`config.mk`:
```
export PLATFORM = sky130hd
export DESIGN_NAME = imu_regs
export DESIGN_NICKNAME = d
export VERILOG_FILES = /design/src/rtl/imu_regs_pkg.sv /design/src/rtl/imu_ch_avg.sv /design/src/rtl/imu_regs.sv
export SDC_FILE = /design/constraint.sdc
export NUM_CORES = 1
export LEC_CHECK = 0
export ABC_AREA = 1
export CORE_MARGIN = 2
export CORE_UTILIZATION = 40
export DETAILED_ROUTE_END_ITERATION = 6
export GPL_ROUTABILITY_DRIVEN = 0
export HOLD_SLACK_MARGIN = 0.12
export PLACE_DENSITY = 0.7
export SETUP_SLACK_MARGIN = 0.3
export SYNTH_ARGS = -nofsm -noshare
export SYNTH_HDL_FRONTEND = slang
export SYNTH_SLANG_ARGS = --single-unit
```
`constraint.sdc`:
```
create_clock -name clk -period 3.6 [get_ports clk]
set_clock_uncertainty 0.1 [all_clocks]
set_input_delay 0.72 -clock clk [delete_from_list [all_inputs] [get_ports clk]]
set_output_delay 0.72 -clock clk [all_outputs]
set_load 0.01 [all_outputs]
```
`src/rtl/imu_regs_pkg.sv`:
```
// imu_regs_pkg: shared constants for the IMU register block.
//   - Avalon word addresses of the fixed registers and of the first channel result.
//   - Bit positions inside CTRL and STATUS.
package imu_regs_pkg;

    localparam logic [3:0] ADDR_CTRL      = 4'd0;
    localparam logic [3:0] ADDR_STATUS    = 4'd1;
    localparam logic [3:0] ADDR_FRAME_CNT = 4'd2;
    localparam logic [3:0] ADDR_CH0       = 4'd4;

    localparam int unsigned CTRL_IRQ_EN  = 0;
    localparam int unsigned CTRL_FREEZE  = 1;
    localparam int unsigned CTRL_RESTART = 2;

    localparam int unsigned STAT_FRAME_READY = 0;
    localparam int unsigned STAT_OVERRUN     = 1;

endpackage

```
`src/rtl/imu_ch_avg.sv`:
```
// imu_ch_avg: one channel of the IMU datapath.
//   Holds the block-average accumulator and the published result register.
//   Configuration macro: IMU_REGS_AVG_EN. When undefined there is no
//   accumulator and the result register simply captures the raw sample.
// Ports:
//   clk, reset_n  clock, asynchronous active-low reset
//   clear         drop the partial accumulation (restart)      [avg build only]
//   valid         accepted sample this cycle                    [avg build only]
//   last          this sample completes the averaging block     [avg build only]
//   publish       load the result register this cycle
//   sample        signed input sample
//   result        signed published result
module imu_ch_avg
    import imu_regs_pkg::*;
#(
    parameter int DATA_W = 12
`ifdef IMU_REGS_AVG_EN
    ,
    parameter int AVG_LOG2 = 2
`endif
) (
    input  logic                     clk,
    input  logic                     reset_n,
`ifdef IMU_REGS_AVG_EN
    input  logic                     clear,
    input  logic                     valid,
    input  logic                     last,
`endif
    input  logic                     publish,
    input  logic signed [DATA_W-1:0] sample,
    output logic signed [DATA_W-1:0] result
);

    logic signed [DATA_W-1:0] result_q, result_d;

`ifdef IMU_REGS_AVG_EN
    // A full block of 2^AVG_LOG2 samples always fits in DATA_W+AVG_LOG2 bits.
    localparam int ACC_W = DATA_W + AVG_LOG2;

    logic signed [ACC_W-1:0] acc_q, acc_d, sum;

    always_comb begin
        sum      = acc_q + ACC_W'(sample);
        acc_d    = acc_q;
        if (clear) begin
            acc_d = '0;
        end else if (valid) begin
            acc_d = last ? '0 : sum;
        end
        // Arithmetic shift of the signed block sum: rounds toward -inf.
        result_d = publish ? DATA_W'(sum >>> AVG_LOG2) : result_q;
    end

    always_ff @(posedge clk or negedge reset_n) begin
        if (!reset_n) begin
            acc_q <= '0;
        end else begin
            acc_q <= acc_d;
        end
    end
`else
    always_comb begin
        result_d = publish ? sample : result_q;
    end
`endif

    always_ff @(posedge clk or negedge reset_n) begin
        if (!reset_n) begin
            result_q <= '0;
        end else begin
            result_q <= result_d;
        end
    end

    assign result = result_q;

endmodule

```
`src/rtl/imu_regs.sv`:
```
// imu_regs: Avalon-MM slave publishing block-averaged IMU samples.
//   Configuration macro: IMU_REGS_AVG_EN (averaging over 2^AVG_LOG2 frames).
//   Without it every sample_valid is a complete frame and restart is inert.
// Ports:
//   clk, reset_n              clock, asynchronous active-low reset
//   chipselect, address,
//   read, write, writedata    Avalon slave request
//   readdata                  registered read data, held between reads
//   sample_valid, sample_data frame strobe and NUM_CH packed signed samples
//   irq                       level interrupt, frame_ready & irq_en
module imu_regs
    import imu_regs_pkg::*;
#(
    parameter int NUM_CH   = 6,
    parameter int DATA_W   = 12,
    parameter int AVG_LOG2 = 2
) (
    input  logic                     clk,
    input  logic                     reset_n,
    input  logic                     chipselect,
    input  logic [3:0]               address,
    input  logic                     read,
    input  logic                     write,
    input  logic [31:0]              writedata,
    output logic [31:0]              readdata,
    input  logic                     sample_valid,
    input  logic [NUM_CH*DATA_W-1:0] sample_data,
    output logic                     irq
);

    if (NUM_CH < 1 || NUM_CH > 12 || DATA_W < 2 || DATA_W > 32 ||
        AVG_LOG2 < 0 || AVG_LOG2 > 8) begin : g_bad_param
        $error("imu_regs: parameter out of legal range");
    end

    logic rd_en, wr_ctrl, rd_status, rd_ch0;
    logic frame_done, publish;

    logic        irq_en_q, irq_en_d;
    logic        freeze_q, freeze_d;
    logic        frame_ready_q, frame_ready_d;
    logic        overrun_q, overrun_d;
    logic [15:0] frame_cnt_q, frame_cnt_d;
    logic [31:0] readdata_q, readdata_d, rd_mux;
    logic        irq_q, irq_d;

    logic signed [DATA_W-1:0] result   [NUM_CH];
    logic signed [DATA_W-1:0] shadow_q [NUM_CH];
    logic signed [DATA_W-1:0] shadow_d [NUM_CH];

    logic unused_bits;

    assign rd_en     = chipselect & read;
    assign wr_ctrl   = chipselect & write & (address == ADDR_CTRL);
    assign rd_status = rd_en & (address == ADDR_STATUS);
    assign rd_ch0    = rd_en & (address == ADDR_CH0);

`ifdef IMU_REGS_AVG_EN
    localparam int CNT_W = AVG_LOG2 + 1;
    localparam logic [CNT_W-1:0] CNT_LAST = CNT_W'((1 << AVG_LOG2) - 1);

    logic             restart, valid, last;
    logic [CNT_W-1:0] cnt_q, cnt_d;

    // A sample arriving with restart is dropped, not counted.
    assign restart    = wr_ctrl & writedata[CTRL_RESTART];
    assign valid      = sample_valid & ~restart;
    assign last       = (cnt_q == CNT_LAST);
    assign frame_done = valid & last;

    always_comb begin
        cnt_d = cnt_q;
        if (restart) begin
            cnt_d = '0;
        end else if (valid) begin
            cnt_d = last ? '0 : cnt_q + CNT_W'(1);
        end
    end

    always_ff @(posedge clk or negedge reset_n) begin
        if (!reset_n) begin
            cnt_q <= '0;
        end else begin
            cnt_q <= cnt_d;
        end
    end

    assign unused_bits = ^writedata[31:3];
`else
    assign frame_done  = sample_valid;
    assign unused_bits = ^writedata[31:2];
`endif

    // Frozen frames still advance the accumulators but are never published.
    assign publish = frame_done & ~freeze_q;

    for (genvar k = 0; k < NUM_CH; k++) begin : g_ch
        imu_ch_avg #(
            .DATA_W   (DATA_W)
`ifdef IMU_REGS_AVG_EN
            ,
            .AVG_LOG2 (AVG_LOG2)
`endif
        ) u_avg (
            .clk     (clk),
            .reset_n (reset_n),
`ifdef IMU_REGS_AVG_EN
            .clear   (restart),
            .valid   (valid),
            .last    (last),
`endif
            .publish (publish),
            .sample  (sample_data[k*DATA_W +: DATA_W]),
            .result  (result[k])
        );
    end

    always_comb begin
        rd_mux = '0;
        if (address == ADDR_CTRL) begin
            rd_mux[CTRL_IRQ_EN] = irq_en_q;
            rd_mux[CTRL_FREEZE] = freeze_q;
        end else if (address == ADDR_STATUS) begin
            rd_mux[STAT_FRAME_READY] = frame_ready_q;
            rd_mux[STAT_OVERRUN]     = overrun_q;
        end else if (address == ADDR_FRAME_CNT) begin
            rd_mux[15:0] = frame_cnt_q;
        end else if (address == ADDR_CH0) begin
            rd_mux = 32'(result[0]);
        end else begin
            // Channels above 0 come from the snapshot taken by the last CH0 read.
            for (int unsigned k = 1; k < NUM_CH; k++) begin
                if (address == 4'(ADDR_CH0 + k)) begin
                    rd_mux = 32'(shadow_q[k]);
                end
            end
        end
    end

    always_comb begin
        irq_en_d      = wr_ctrl ? writedata[CTRL_IRQ_EN] : irq_en_q;
        freeze_d      = wr_ctrl ? writedata[CTRL_FREEZE] : freeze_q;
        // Read-clear and set in the same cycle: set wins.
        frame_ready_d = (frame_ready_q & ~rd_status) | publish;
        overrun_d     = (overrun_q & ~rd_status) | (publish & frame_ready_q);
        frame_cnt_d   = publish ? frame_cnt_q + 16'd1 : frame_cnt_q;
        irq_d         = frame_ready_d & irq_en_d;
        readdata_d    = rd_en ? rd_mux : readdata_q;
        shadow_d      = shadow_q;
        if (rd_ch0) begin
            shadow_d = result;
        end
    end

    always_ff @(posedge clk or negedge reset_n) begin
        if (!reset_n) begin
            irq_en_q      <= 1'b0;
            freeze_q      <= 1'b0;
            frame_ready_q <= 1'b0;
            overrun_q     <= 1'b0;
            frame_cnt_q   <= '0;
            readdata_q    <= '0;
            irq_q         <= 1'b0;
            shadow_q      <= '{default: '0};
        end else begin
            irq_en_q      <= irq_en_d;
            freeze_q      <= freeze_d;
            frame_ready_q <= frame_ready_d;
            overrun_q     <= overrun_d;
            frame_cnt_q   <= frame_cnt_d;
            readdata_q    <= readdata_d;
            irq_q         <= irq_d;
            shadow_q      <= shadow_d;
        end
    end

    assign readdata = readdata_q;
    assign irq      = irq_q;

endmodule
```
# Word-level counts from Yosys, hierarchy flattened
# Index checks and enable logic that the tools add are counted.
dict set report word_totals {
  reg_bits 185
  out_inout_bits 33
  elab_cells 55
}
dict set report classes {
  add_sub_neg 1
  n_eq_ne 8
  mux 13
  bitwise_logic 14
  n_reduce_logical 1
}
# operator count
set op_table {}
lappend op_table {{32-bit 2-to-1 mux} 6}
lappend op_table {{30-bit 2-to-1 mux} 2}
lappend op_table {{16-bit 2-to-1 mux} 2}
lappend op_table {{16-bit by 1-bit adder with 16-bit output, second input constant} 1}
lappend op_table {{4-bit by 3-bit == test with 1-bit output, second input constant} 4}
lappend op_table {{1-bit AND} 10}
lappend op_table {{4-bit == test, second input constant} 2}
lappend op_table {{4-bit by 1-bit == test with 1-bit output, second input constant} 1}
lappend op_table {{4-bit by 2-bit == test with 1-bit output, second input constant} 1}
lappend op_table {{4-bit zero test} 1}
lappend op_table {{2-bit 2-to-1 mux} 2}
lappend op_table {{1-bit inverter} 2}
lappend op_table {{1-bit bitwise OR} 2}
lappend op_table {{1-bit 2-to-1 mux} 1}

# Depth between registers and ports, before layout
dict set report logic_depth {
  word_depth 10
  ltp_mapped 12
  mapped_depth_nobuf 12
}

# Modules after synthesis
# Synthesis repeated with hierarchy kept, for this count alone.
dict set report unflattened {
  cells_unflattened 798
  area_unflattened_um2 7678.6
}
# mod instances cells_each area_each_um2 seq_area_each_um2
set by_module_without_submodules {}
lappend by_module_without_submodules {imu_regs 1 492 4931.0 2452.4}
lappend by_module_without_submodules {imu_ch_avg 6 51 457.9 300.3}

# Worst setup path before layout
# Ideal clock, no wire load.
dict set report synth_timing {
  path_type {input port to flip-flop}
  from {in chipselect}
  to {reg shadow_q[0] (netlist name)}
  arrival_time_ns 1.661
  required_time_ns 3.375
  setup_slack_ns 1.714
  stages 5
  n_path_buf 1
  cell_sequence {nand2_1 -> inv_2 -> nand2_4 -> buf_6 -> mux2_2}
}
dict set report synth_between {
  elab_chain_cells 2
}
# item line
set synth_rtl {}
lappend synth_rtl {{from (decl)} imu_regs.sv:20} ;# input logic chipselect,
lappend synth_rtl {{1-bit AND} imu_regs.sv:53} ;# assign rd_en = chipselect & read;
lappend synth_rtl {{1-bit AND} imu_regs.sv:56} ;# assign rd_ch0 = rd_en & (address == ADDR_CH0);
lappend synth_rtl {{to (signal assigned)} imu_regs.sv:173} ;# shadow_q <= shadow_d;
lappend synth_rtl {{to (decl)} imu_regs.sv:48} ;# logic signed [DATA_W-1:0] shadow_q [NUM_CH];
# Every way passes these cells.
# A chain may end at the register's enable or synchronous reset.

==> run summary <==
- **run status** finished clean
- **fraction of final layout cells sized beyond drive strength 1** 13.8%
- **required time worst endpoint** 2.78 ns
- **Clk Latency, worst-skew pair** 0.43 ns
- **die boundary width** 140 um
- **area occupied by registers** 4250 um2
- **Critical-path top delay cell** sky130_fd_sc_hd__clkdlybuf4s50_1
- **LEAKAGE** 4.76 nW
- **Total Nets Final** 1006
- **netlist area before placement** 7390 um2
- **classification of the worst-slack hold path** in -> async
- **power spent charging and discharging nets** 1.59 mW
- **kind of end point of the critical path** primary output
- **wire length of the first global-routing pass** 27.5 mm
- **router iterations before antenna repair** 4
- **Seq/Total Area, Yosys** 57.6%
- **pin count of the biggest net entering global routing** 76
- **die outline area** 19600 um2
- **deepest clock path buffer count** 2
- **I/O Buffers** 116
- **Gates resized, CTS repair** 0
- **Tightest Pin Transition** 0.727 ns
- **fraction of power consumed by combinational cells** 18.3%
- **CTS tree** yes
- **core footprint** 18000 um2
- **clock network fraction of total power** 30.5%
- **Synth Net Count** 903
- **Critical Path Source Type** register
- **CTS clock-pin slew for the worst setup and hold paths** 0.06 ns
- **Max Transition Viols Final** 0
- **area fraction of the dominant cell type after synthesis** 57.6%
- **Antenna Violating Nets Remaining** 0
- **Fin Setup TNS** 0 ns
- **clock buffers created by TritonCTS** 17
- **top library cells by usage in the layout, fill and taps aside** sky130_fd_sc_hd__nand2_1 (360), sky130_fd_sc_hd__dfrtp_1 (170), sky130_fd_sc_hd__clkdlybuf4s50_1 (115)
- **Crit path largest cell delay** 0.63 ns
- **layout overhead on the synthesized area** 24.8%
- **Yosys Warn Count** 0
- **effective utilization at floorplan** 41.0%
- **Crit Path Max Fanout** 17
- **Fmax** 405 MHz
- **critical path's top delay family** buffers and inverters
- **final setup fails** 0
- **Post-Place Setup Slack** 0.724 ns
- **commonest non-fill, non-tap cell in the layout** sky130_fd_sc_hd__nand2_1
- **switching power share of the total** 28.7%
- **number of synthesized flops with an enable pin** 0
- **overall routed net length** 16.9 mm
- **via count of the routed design** 5368
- **number of instances in the synthesized netlist** 788
- **residual DRC count** 0
- **library cell used as clock root buffer** sky130_fd_sc_hd__clkbuf_16
- **Final Instance Count excl. Fillers** 1133
- **Mean Syn Cell Area** 9.37 um2
- **Rows** 49
- **Min Hold Slack** 0.182 ns
- **footprint of the multi-input gates** 2720 um2
- **sum of overflow across all layers after global routing** 0
- **H-tree levels** 4
- **Iteration-0 DRC Markers** 312
- **async set-or-reset flop fraction in the synthesized netlist** 100%
- **Cell variety after synth** 30
- **diode insertion count for antenna repair** 0
- **fin worst setup slack** 1.13 ns
- **crit path kind** reg -> out
- **Max-Slew Margin vs Limit** 51.6%
- **most common flop cell mapped by yosys** sky130_fd_sc_hd__dfrtp_1
- **die boundary height** 140 um
- **final critical delay including setup and external delays** 2.47 ns
- **count of buffer and inverter cells on the critical path** 1
- **routed length per placed instance** 14.9 um
- **# placed instances** 1101
- **cell count of the worst reg-to-reg path** 9
- **post-route clock period utilization** 68.5%
- **number of global-route vias before repair** 5422
- **fill cell total of the finished layout** 1669
- **power per standard cell area** 602 nW/um2
- **Final Hold Fails** 0
- **combined global-route utilization of all metal layers** 18.2%
- **Synth area leader** sky130_fd_sc_hd__dfrtp_1
- **Critical Path, Cell by Cell** clkdlybuf4s50_1
- **data arrival time of the critical path** 1.65 ns
- **hold-fix buffers at CTS** 0
- **power share of the sequential group** 51.2%
- **unrepaired setup endpoints after global routing** false
- **sink count of the clock tree** 170
- **count of boundary I/O pins** 147
- **Crit path depth** 1
- **Max Cap Violations** 0
- **Int Pwr** 3.96 mW
- **number of register bits inferred by synthesis** 170
- **Via density** 4.74
- **top cells by area, synth** sky130_fd_sc_hd__dfrtp_1 (58%), sky130_fd_sc_hd__nand2_1 (18%), sky130_fd_sc_hd__mux2_2 (8.1%)
- **initial antenna violation count** 0
- **post-CTS setup-driven buffer insertion count** 0
- **highest ir drop seen on vdd** 0.372 mV
- **half-perimeter wire length after placement** 12.1 mm
## layout make-up
cell class,instances,area share (%)
clock buffer,20,5.07
clock inverter,12,0.937
inverter,34,1.39
multi-input combinational,539,29.5
sequential,170,46.2
tap,229,3.11
timing repair buffer,129,13.8
## synthesized netlist by cell type (all sizes together) (2+ instances only)
master	instances
nand2	366
dfrtp	170
mux2	58
inv	33
nor2	29
buf	28
nand3	23
a21oi	17
clkbuf	17
o21ai	17
xor2	14
nand4	5
nor3	5
or2	2
## sequential cells by signal, indices dropped and copies added, names as in the netlist
signal and cells:
shadow_q 60, irq_en_q 1, frame_cnt_q 16, frame_ready_q 1
g_ch.u_avg.result 72, freeze_q 1, irq 1, overrun_q 1
readdata 17
## layer usage
layer	wire [um]	part of all wire (%)	up-vias	global-route usage, %
li1	-	-	2670	-
met2	7930	47	146	28.7
met3	714	4.2	20	4.58
met1	7890	47	2532	24.8
met4	340	2.0	0	5.95
met5	0	0	-	0
## cells by family (layout without fill, tap and decap cells)
logic type,after synthesis,after routing,synth area share [%]
simple gates,430,430,23.7
flops,170,170,57.6
buf+inv,79,195,5.57
mux,58,58,8.84
compound gates,36,36,2.49
xor+xnor,14,14,1.66
fa+ha+maj,1,1,0.169
## metrics by stage
stage	power (mW)	util (%)	instance area, um2
floorplan	3.43	-	7390
global placement	3.83	48.0	8660
detailed placement	3.89	48.0	8660
CTS	5.61	51.1	9210
global route	5.90	51.1	9210
finish	5.55	51.1	9210
## worst paths after layout
path                                          from                      end  slack, ns
setup / recovery                      readdata[30]             readdata[16]       1.13
max in group asynchronous                  reset_n  g_ch[4].u_avg.result[5]       2.45
setup reg to reg                          freeze_q          frame_cnt_q[15]       1.51
hold / removal                             reset_n  g_ch[0].u_avg.result[2]       0.18
min in group clk           g_ch[2].u_avg.result[4]  g_ch[2].u_avg.result[4]       0.38
hold reg to reg            g_ch[2].u_avg.result[4]  g_ch[2].u_avg.result[4]       0.38
## power by group through the flow
stage	clock [mW]	combinational (mW)	sequential (mW)
floorplan	0	0.664	2.76
global placement	0	0.986	2.85
detailed placement	0	1.02	2.86
CTS	1.74	1.03	2.84
global route	1.82	1.16	2.92
finish	1.69	1.01	2.84
(Power assumes the default switching activity.)
